## src/rtl/mips_muldiv_pkg.sv

```systemverilog
// Shared encodings for the MIPS multiply/divide unit: op codes, FSM states
// and the elaboration-time check on the UNROLL parameter.
package mips_muldiv_pkg;

  typedef enum logic [2:0] {
    OP_MULT  = 3'd0,
    OP_MULTU = 3'd1,
    OP_DIV   = 3'd2,
    OP_DIVU  = 3'd3,
    OP_MTHI  = 3'd4,
    OP_MTLO  = 3'd5
  } op_e;

  typedef enum logic [1:0] {
    S_IDLE,
    S_RUN,
    S_FIXUP
  } state_e;

  function automatic bit unroll_legal(input int unsigned width, input int unsigned unroll);
    return (unroll == 1 || unroll == 2 || unroll == 4) && (width % unroll == 0);
  endfunction

endpackage

```

## src/rtl/mips_muldiv_step.sv

```systemverilog
// One iteration of the multiplier (shift-add) or divider (restoring subtract),
// operating on the {hi, lo} accumulator pair.
module mips_muldiv_step
  import mips_muldiv_pkg::*;
#(
  parameter int unsigned WIDTH = 32
) (
  input  logic             is_div,
  input  logic [WIDTH-1:0] hi_i,
  input  logic [WIDTH-1:0] lo_i,
  input  logic [WIDTH-1:0] operand,
  output logic [WIDTH-1:0] hi_o,
  output logic [WIDTH-1:0] lo_o
);

  logic [WIDTH:0] sum;
  logic [WIDTH:0] rem_shift;
  logic           ge;

  // Multiply: lo holds the remaining multiplier bits, product bits shift in from the top.
  assign sum       = {1'b0, hi_i} + (lo_i[0] ? {1'b0, operand} : '0);
  // Divide: hi is the partial remainder, lo shifts dividend out and quotient in.
  assign rem_shift = {hi_i, lo_i[WIDTH-1]};
  assign ge        = rem_shift >= {1'b0, operand};

  always_comb begin
    if (is_div) begin
      hi_o = ge ? WIDTH'(rem_shift - {1'b0, operand}) : rem_shift[WIDTH-1:0];
      lo_o = {lo_i[WIDTH-2:0], ge};
    end else begin
      hi_o = sum[WIDTH:1];
      lo_o = {sum[0], lo_i[WIDTH-1:1]};
    end
  end

endmodule

```

## src/rtl/mips_muldiv_unit.sv

```systemverilog
// Iterative MIPS HI/LO unit: MULT/MULTU/DIV/DIVU over WIDTH/UNROLL cycles plus
// a sign-fixup cycle, and single-cycle MTHI/MTLO writes.
module mips_muldiv_unit
  import mips_muldiv_pkg::*;
#(
  parameter int unsigned WIDTH  = 32,
  parameter int unsigned UNROLL = 1
) (
  input  logic             clk,
  input  logic             reset,
  input  logic             clk_enable,
  input  logic             start,
  input  logic [2:0]       op,
  input  logic [WIDTH-1:0] operand_a,
  input  logic [WIDTH-1:0] operand_b,
  input  logic             abort,
  output logic             busy,
  output logic             done,
  output logic             div_by_zero,
  output logic [WIDTH-1:0] hi,
  output logic [WIDTH-1:0] lo
);

  localparam int unsigned N  = WIDTH / UNROLL;
  localparam int unsigned CW = $clog2(N + 1);

  if (!unroll_legal(WIDTH, UNROLL)) begin : g_bad_unroll
    $error("mips_muldiv_unit: UNROLL must be 1, 2 or 4 and divide WIDTH");
  end

  state_e           state, state_n;
  logic [CW-1:0]    cnt;
  logic [WIDTH-1:0] acc_hi, acc_lo, opnd;
  logic             is_div, neg_q, neg_r, div_zero;
  logic             launch, mt_write, commit;

  logic             signed_op, a_neg, b_neg;
  logic [WIDTH-1:0] mag_a, mag_b;

  assign signed_op = (op == OP_MULT) || (op == OP_DIV);
  assign a_neg     = signed_op && operand_a[WIDTH-1];
  assign b_neg     = signed_op && operand_b[WIDTH-1];
  assign mag_a     = a_neg ? -operand_a : operand_a;
  assign mag_b     = b_neg ? -operand_b : operand_b;
  assign busy      = (state != S_IDLE);

  always_comb begin
    state_n  = state;
    launch   = 1'b0;
    mt_write = 1'b0;
    commit   = 1'b0;
    case (state)
      S_IDLE: begin
        if (start && !abort) begin
          if (op <= 3'd3) begin
            launch  = 1'b1;
            state_n = S_RUN;
          end else if (op == OP_MTHI || op == OP_MTLO) begin
            mt_write = 1'b1;
          end
        end
      end
      S_RUN: begin
        if (abort)                   state_n = S_IDLE;
        else if (cnt == CW'(N - 1))  state_n = S_FIXUP;
      end
      S_FIXUP: begin
        state_n = S_IDLE;
        commit  = !abort;
      end
      default: state_n = S_IDLE;
    endcase
  end

  always_ff @(posedge clk or negedge reset) begin
    if (!reset)          state <= S_IDLE;
    else if (clk_enable) state <= state_n;
  end

  logic [WIDTH-1:0] chain_hi [UNROLL+1];
  logic [WIDTH-1:0] chain_lo [UNROLL+1];

  assign chain_hi[0] = acc_hi;
  assign chain_lo[0] = acc_lo;

  for (genvar i = 0; i < UNROLL; i++) begin : g_step
    mips_muldiv_step #(.WIDTH(WIDTH)) u_step (
      .is_div  (is_div),
      .hi_i    (chain_hi[i]),
      .lo_i    (chain_lo[i]),
      .operand (opnd),
      .hi_o    (chain_hi[i+1]),
      .lo_o    (chain_lo[i+1])
    );
  end

  logic [2*WIDTH-1:0] prod, prod_fix;
  logic [WIDTH-1:0]   quo_fix, rem_fix;

  assign prod     = {acc_hi, acc_lo};
  assign prod_fix = neg_q ? -prod : prod;
  // Remainder follows the dividend's sign, which also yields hi = operand_a on divide-by-zero.
  assign quo_fix  = div_zero ? '1 : (neg_q ? -acc_lo : acc_lo);
  assign rem_fix  = neg_r ? -acc_hi : acc_hi;

  always_ff @(posedge clk or negedge reset) begin
    if (!reset) begin
      cnt         <= '0;
      acc_hi      <= '0;
      acc_lo      <= '0;
      opnd        <= '0;
      is_div      <= 1'b0;
      neg_q       <= 1'b0;
      neg_r       <= 1'b0;
      div_zero    <= 1'b0;
      done        <= 1'b0;
      div_by_zero <= 1'b0;
      hi          <= '0;
      lo          <= '0;
    end else if (clk_enable) begin
      done        <= commit;
      div_by_zero <= commit && is_div && div_zero;
      if (launch) begin
        cnt      <= '0;
        is_div   <= op[1];
        neg_q    <= a_neg ^ b_neg;
        neg_r    <= op[1] ? a_neg : (a_neg ^ b_neg);
        div_zero <= (operand_b == '0);
        acc_hi   <= '0;
        acc_lo   <= op[1] ? mag_a : mag_b;
        opnd     <= op[1] ? mag_b : mag_a;
      end else if (state == S_RUN) begin
        cnt    <= cnt + 1'b1;
        acc_hi <= chain_hi[UNROLL];
        acc_lo <= chain_lo[UNROLL];
      end
      if (mt_write) begin
        if (op == OP_MTHI) hi <= operand_a;
        else               lo <= operand_a;
      end
      if (commit) begin
        if (is_div) begin
          hi <= rem_fix;
          lo <= quo_fix;
        end else begin
          {hi, lo} <= prod_fix;
        end
      end
    end
  end

endmodule

```

## config.mk

```make
export PLATFORM = sky130hd
export DESIGN_NAME = mips_muldiv_unit
export DESIGN_NICKNAME = d
export VERILOG_FILES = /design/src/rtl/mips_muldiv_pkg.sv /design/src/rtl/mips_muldiv_step.sv /design/src/rtl/mips_muldiv_unit.sv
export SDC_FILE = /design/constraint.sdc
export NUM_CORES = 1
export LEC_CHECK = 0
export ABC_AREA = 1
export ABC_CLOCK_PERIOD_IN_PS = 4300
export CAP_MARGIN = 20
export CORE_ASPECT_RATIO = 1.2
export CORE_UTILIZATION = 47
export DETAILED_ROUTE_END_ITERATION = 8
export PLACE_DENSITY = 0.66
export SETUP_SLACK_MARGIN = 0.1
export SYNTH_ARGS = -nofsm -noshare
export SYNTH_HDL_FRONTEND = slang
export SYNTH_HIERARCHICAL = 1
export SYNTH_SLANG_ARGS = --single-unit
```

## constraint.sdc

```tcl
create_clock -name clk -period 4.3 [get_ports clk]
set_input_delay 1.075 -clock clk [delete_from_list [all_inputs] [get_ports clk]]
set_output_delay 1.075 -clock clk [all_outputs]
set_load 0.005 [all_outputs]
```

Yosys cells after proc, flatten, opt, wreduce, memory -nomap -nowiden

Index checks and enable logic that the tools add are counted.
W data, S select, Z words.

Bits in registers: 174
Logic and storage cells: 94
Input port bits: 72

Bitwise gates (word level): 1
Magnitude comparators: 2
Equality and inequality tests: 10
$add $sub $neg: 8
Reduce and logical (&&, ||, !) cells: 20
Muxes and demuxes: 40

Operators with widths:

| operator              | number |
|---|---|
| $mux W32              | 23 |
| $neg A32 Y32          | 4 |
| $mux W64              | 1 |
| $neg A64 Y64          | 1 |
| $add A32 B32 Y33      | 1 |
| $ge A33 B32 Y1        | 1 |
| $logic_not A32 Y1     | 1 |
| $sub A32 B32 Y32      | 1 |
| $mux W6               | 2 |
| $mux W1               | 9 |
| $mux W2               | 4 |
| $reduce_bool A2 Y1    | 4 |
| $add A6 B1 Y6 const B | 1 |
| $eq A3 B3 Y1 const B  | 2 |
| $eq A6 B5 Y1 const B  | 1 |
| $ne A2 B2 Y1 const B  | 3 |
| $reduce_and A3 Y1     | 2 |
| $logic_and A1 B1 Y1   | 5 |
| $pmux W2 S2           | 1 |
| $reduce_and A2 Y1     | 2 |
| $reduce_and A4 Y1     | 1 |
| $eq A3 B2 Y1 const B  | 1 |
| $le A3 B2 Y1 const B  | 1 |
| $logic_not A3 Y1      | 1 |
| other kinds (7)       | 8 |

Logic depth before layout (Yosys ltp)

Word-level depth: 8
Mapped depth: 19

Hierarchy

The synthesis kept the hierarchy.

By module, submodules not included:

| module           | times used | area each (µm²) | sequential area each (µm²) | cells an instance |
|---|---|---|---|---|
| mips_muldiv_unit | 1          | 12313.1         | 4354.2                     | 1936 |
| mips_muldiv_step | 1          | 6202.2          | 0.0                        | 1275 |

Worst setup path after synthesis

No wires, ideal clock.

Path kind: reg-to-reg
Start: register acc_lo[0]
End: register acc_hi[7]
Arrival: 2473 ps
Required time: 4170 ps
Period minus slack after synthesis: 2603 ps
Library setup time: 130 ps
Slack: 1697 ps
Cell stages (with the launch flop): 17
Cells stage by stage: dfrtp_1 clkbuf_1 clkbuf_1 nand2_1 inv_1 ha_1 fa_1 nand2_1 nand2_1 and2_1 a21oi_1 inv_1 or2_2 nand3_1 nand2_1 nand3_1 o21ai_0

RTL lines:

| element                  | line                    | source |
|---|---|---|
| start: declaration       | mips_muldiv_unit.sv:33  | `logic [WIDTH-1:0] acc_hi, acc_lo, opnd;` |
| start signal: assignment | mips_muldiv_unit.sv:130 | `acc_lo <= op[1] ? mag_a : mag_b;` |
| start signal: assignment | mips_muldiv_unit.sv:135 | `acc_lo <= chain_lo[UNROLL];` |
| end signal: assignment   | mips_muldiv_unit.sv:134 | `acc_hi <= chain_hi[UNROLL];` |
| end: declaration         | mips_muldiv_unit.sv:33  |  |

==> results by group <==
Synthesis
  • Syn_nets: 3354
  • Ys flop type: dfrtp_1
  • Yosys warnings: 6
  • Syn Std Cell Area: 0.0185 sq mm
  • Synth cell types: 52
  • Avg Inst Size Synth: 5.77 sq um
  • Post-synth EDFFs: 0
  • Largest area contributor in the netlist: dfrtp_1
  • Sequential share of the synthesized area: 23.5%
  • Async SR Flop Fraction: 100%
  • Synth top area cells: dfrtp_1 (24%), nand2_1 (21%), nand3_1 (11%), inv_1 (7.9%), nor2_1 (7.7%)
  • Seq cells post-synth: 174
  • Post-synth top area share: 23.5%
  • Syn Inst Count: 3211

Placed design
  • HPWL reported at the end of detailed placement: 68700 um
  • Port Buf Inserts: 138
  • Gpl congestion: 1.06
  • Placed cell areas: 0.0205 sq mm

Worst setup path
  • CP Launch Type: flip-flop
  • Crit path max-delay cell type: dfrtp_1
  • Crit. Startpoint: acc_hi[18]$_DFFE_PN0P_
  • Crit-path max FO: 33
  • Most used cell, CP: nand2_1
  • CP peak stage delay: 0.51 ns
  • Critical Path RT: 4.68 ns
  • CP bufs+invs: 0
  • CP Data Arrival Time: 3.75 ns
  • Worst path cell trace: ha_1 > nand2_1 > nor2_1 > nand2_1 > nor4_4 > nand2_4 > nand2_8 > nand2_2 > nand2_1 > nand2_1 > nand2_1 > nand3_1 > o21ai_0
  • Reg2Reg Launch Point: acc_hi[18]$_DFFE_PN0P_
  • CP Class: reg2reg
  • Kind of end point of the critical path: flip-flop
  • CP delay by family, top: simple AND/OR/NAND/NOR gates

Power
  • IR drop worst, VDD: 618 uV
  • Switching power share of the total: 56.3%
  • Logic pwr share: 66.4%
  • Internal power: 6150 uW
  • Power Dens Cells: 668 mW/mm^2
  • Clk pwr share: 11.6%
  • Sequential share of power: 22.0%
  • P_sw: 7920 uW
  • Leak: 0.0106 uW

STA
  • Slew @ Worst Pin: 0.920 ns
  • Fmax: 0.297 GHz
  • Setup violators final: 0
  • Crit path time final: 3.37 ns
  • RSZ-0062 raised after global routing: false
  • Setup TNS: 0 ns
  • Part of the cycle the worst path needs: 78.3%
  • Final slew viol count: 0
  • Layout Skew: 0.0146 ns
  • Max-slew headroom: 38.0%
  • Fin. Hold Viols: 0

Detailed routing
  • Wirelength per Cell: 22.3 um
  • Total wire length: 86100 um
  • Total number of vias: 22600
  • Vias/cell: 5.88
  • First-pass detailed-route iteration total: 6
  • DR iter-0 viols: 2595
  • # DRC: 0
  • Antenna-violating nets left: 0

Final layout
  • Nets: 3459
  • Ratio of cells with drive above 1 in the final layout: 4.72%
  • # fillers: 4112
  • Layout area overhead: 13.9%
  • Design area: 0.0211 sq mm

CTS
  • Longest Clk Path Bufs: 2
  • Cts hold-fix bufs: 0
  • Post-CTS Resized: 0
  • Worst skew pair latency: 0.47 ns
  • Post-CTS setup buffer count: 0
  • Worst-path clk slew: 0.08 ns
  • CTS tree: yes
  • Clock buffer count from CTS: 17
  • H-tree depth: 4
  • Clk sinks: 174
  • Clock Tree Root: clkbuf_16

Floorplan
  • Die W: 183 um
  • Site Rows: 79
  • Boundary Pins: 139
  • Die ar.: 0.0402 sq mm
  • Die Y: 219 um
  • Placeable Area: 0.0388 sq mm
  • Starting density of the core: 47.7%

GRT
  • Met1 usage: 49.5%
  • Met2 GRT Util: 69.9%
  • Met3 Use GR: 8.65%
  • Largest net degree at the start of global routing: 86
  • First-pass GRT wire length: 128000 um
  • Total track usage: 43.2%
  • Vias in the first global route: 21800
  • GRT overflow: 0
  • Initial antenna violation count: 1
  • Gr busiest metal: met2

Status
  • Status: completed

Min path
  • HP Class: in2async

Flow run
  • Max Cap Violations: 0
[placed cells by master (no fill, tap or decap), types with 5 or more instances in the layout]
cell	instances
inv_2	12
and2_1	5
a21oi_1	223
nand3_2	9
nand2_2	7
o21a_1	5
o21ai_1	5
dfrtp_1	173
ha_1	69
o211ai_1	18
nand2_1	1016
or2_2	20
inv_1	392
buf_4	54
nand3_1	390
o221ai_1	5
nand4_1	31
clkbuf_16	17
o21ai_0	158
a22oi_1	13
clkdlybuf4s50_1	137
nor3_1	25
nand3b_1	37
xor2_1	29
nor2_2	8
nor2_1	382
xnor2_1	20
a31oi_1	16
[Yosys cell counts (20+ instances only)]
cell type  instances
a21oi_1          223
nand2_1         1016
nand3_1          390
buf_2             28
inv_1            392
xor2_1            29
dfrtp_1          174
nor3_1            25
nand4_1           31
or2_2             20
clkbuf_1          64
ha_1              69
o21ai_0          158
xnor2_1           20
nor2_1           382
nand3b_1          37
[through the flow]
| stage | worst slack [ns] | power [uW] | utilization [%] | cells | hold WS (ns) |
|---|---|---|---|---|---|
| CTS | 1.02 | 13800 | 54.3 | 3853 | 0.475 |
| finish | 0.934 | 14100 | 54.3 | 3854 | 0.475 |
| floorplan | 1.70 | 8830 | - | 3211 | 0.452 |
| global route | 0.753 | 15100 | 54.3 | 3853 | 0.488 |
| detailed placement | 0.708 | 12100 | 52.8 | 3823 | 0.473 |
| global placement | 0.764 | 12000 | 52.8 | 3823 | 0.474 |
[power groups by stage]
stage | Combinational, uW | Sequential [uW] | Clock, uW
floorplan | 6180 | 2650 | 0
global placement | 8960 | 3060 | 0
detailed placement | 9040 | 3070 | 0
CTS | 9100 | 3040 | 1620
global route | 10300 | 3120 | 1680
finish | 9340 | 3100 | 1630
[path summary, 6_finish.rpt]
check,slack [ns],cells past startpoint,to
setup / recovery,0.93,13,acc_hi[31]$_DFFE_PN0P_
hold / removal,0.48,1,hi[31]$_DFFE_PN0P_
setup reg to reg,0.93,13,acc_hi[31]$_DFFE_PN0P_
hold reg to reg,0.50,2,done$_DFFE_PN0P_
max in group asynchronous,3.02,2,acc_lo[26]$_DFFE_PN0P_
min in group clk,0.50,2,done$_DFFE_PN0P_
[sequential cells by signal, indices dropped and copies added, names as in the netlist]
signal       flops
acc_hi          32
acc_lo          32
cnt              6
div_by_zero      1
div_zero         1
done             1
hi              32
is_div           1
lo              32
neg_q            1
neg_r            1
opnd            32
state            2
[cell families after synthesis]
logic type / share of synthesized area, %
AO/OA/AOI/OAI: 13.4
XOR/XNOR: 2.32
adder cells (fa/ha/maj): 4.88
buffers and inverters: 11.0
flip-flops: 23.5
AND/OR/NAND/NOR: 44.9
[layout make-up]
type                    count  area, sq um  area share [%]
flip-flops and latches    174         4360            20.7
clock buffers              19          443            2.10
inverters                 405         1520            7.21
multi-input cells        2523        12100            57.5
well taps                 526          658            3.12
diodes                      1         2.50          0.0119
clock inverters            11          134           0.635
repair buffers            195         1850            8.77
[metal layers]
layer,part of all wire (%),wire (um),up-vias
met2,45,39100,1250
met5,0.010,9,-
met3,8.4,7210,356
met4,9.3,7990,2
met1,37,31800,10500
li1,-,-,10600
Power figures use the tool's default switching activity.
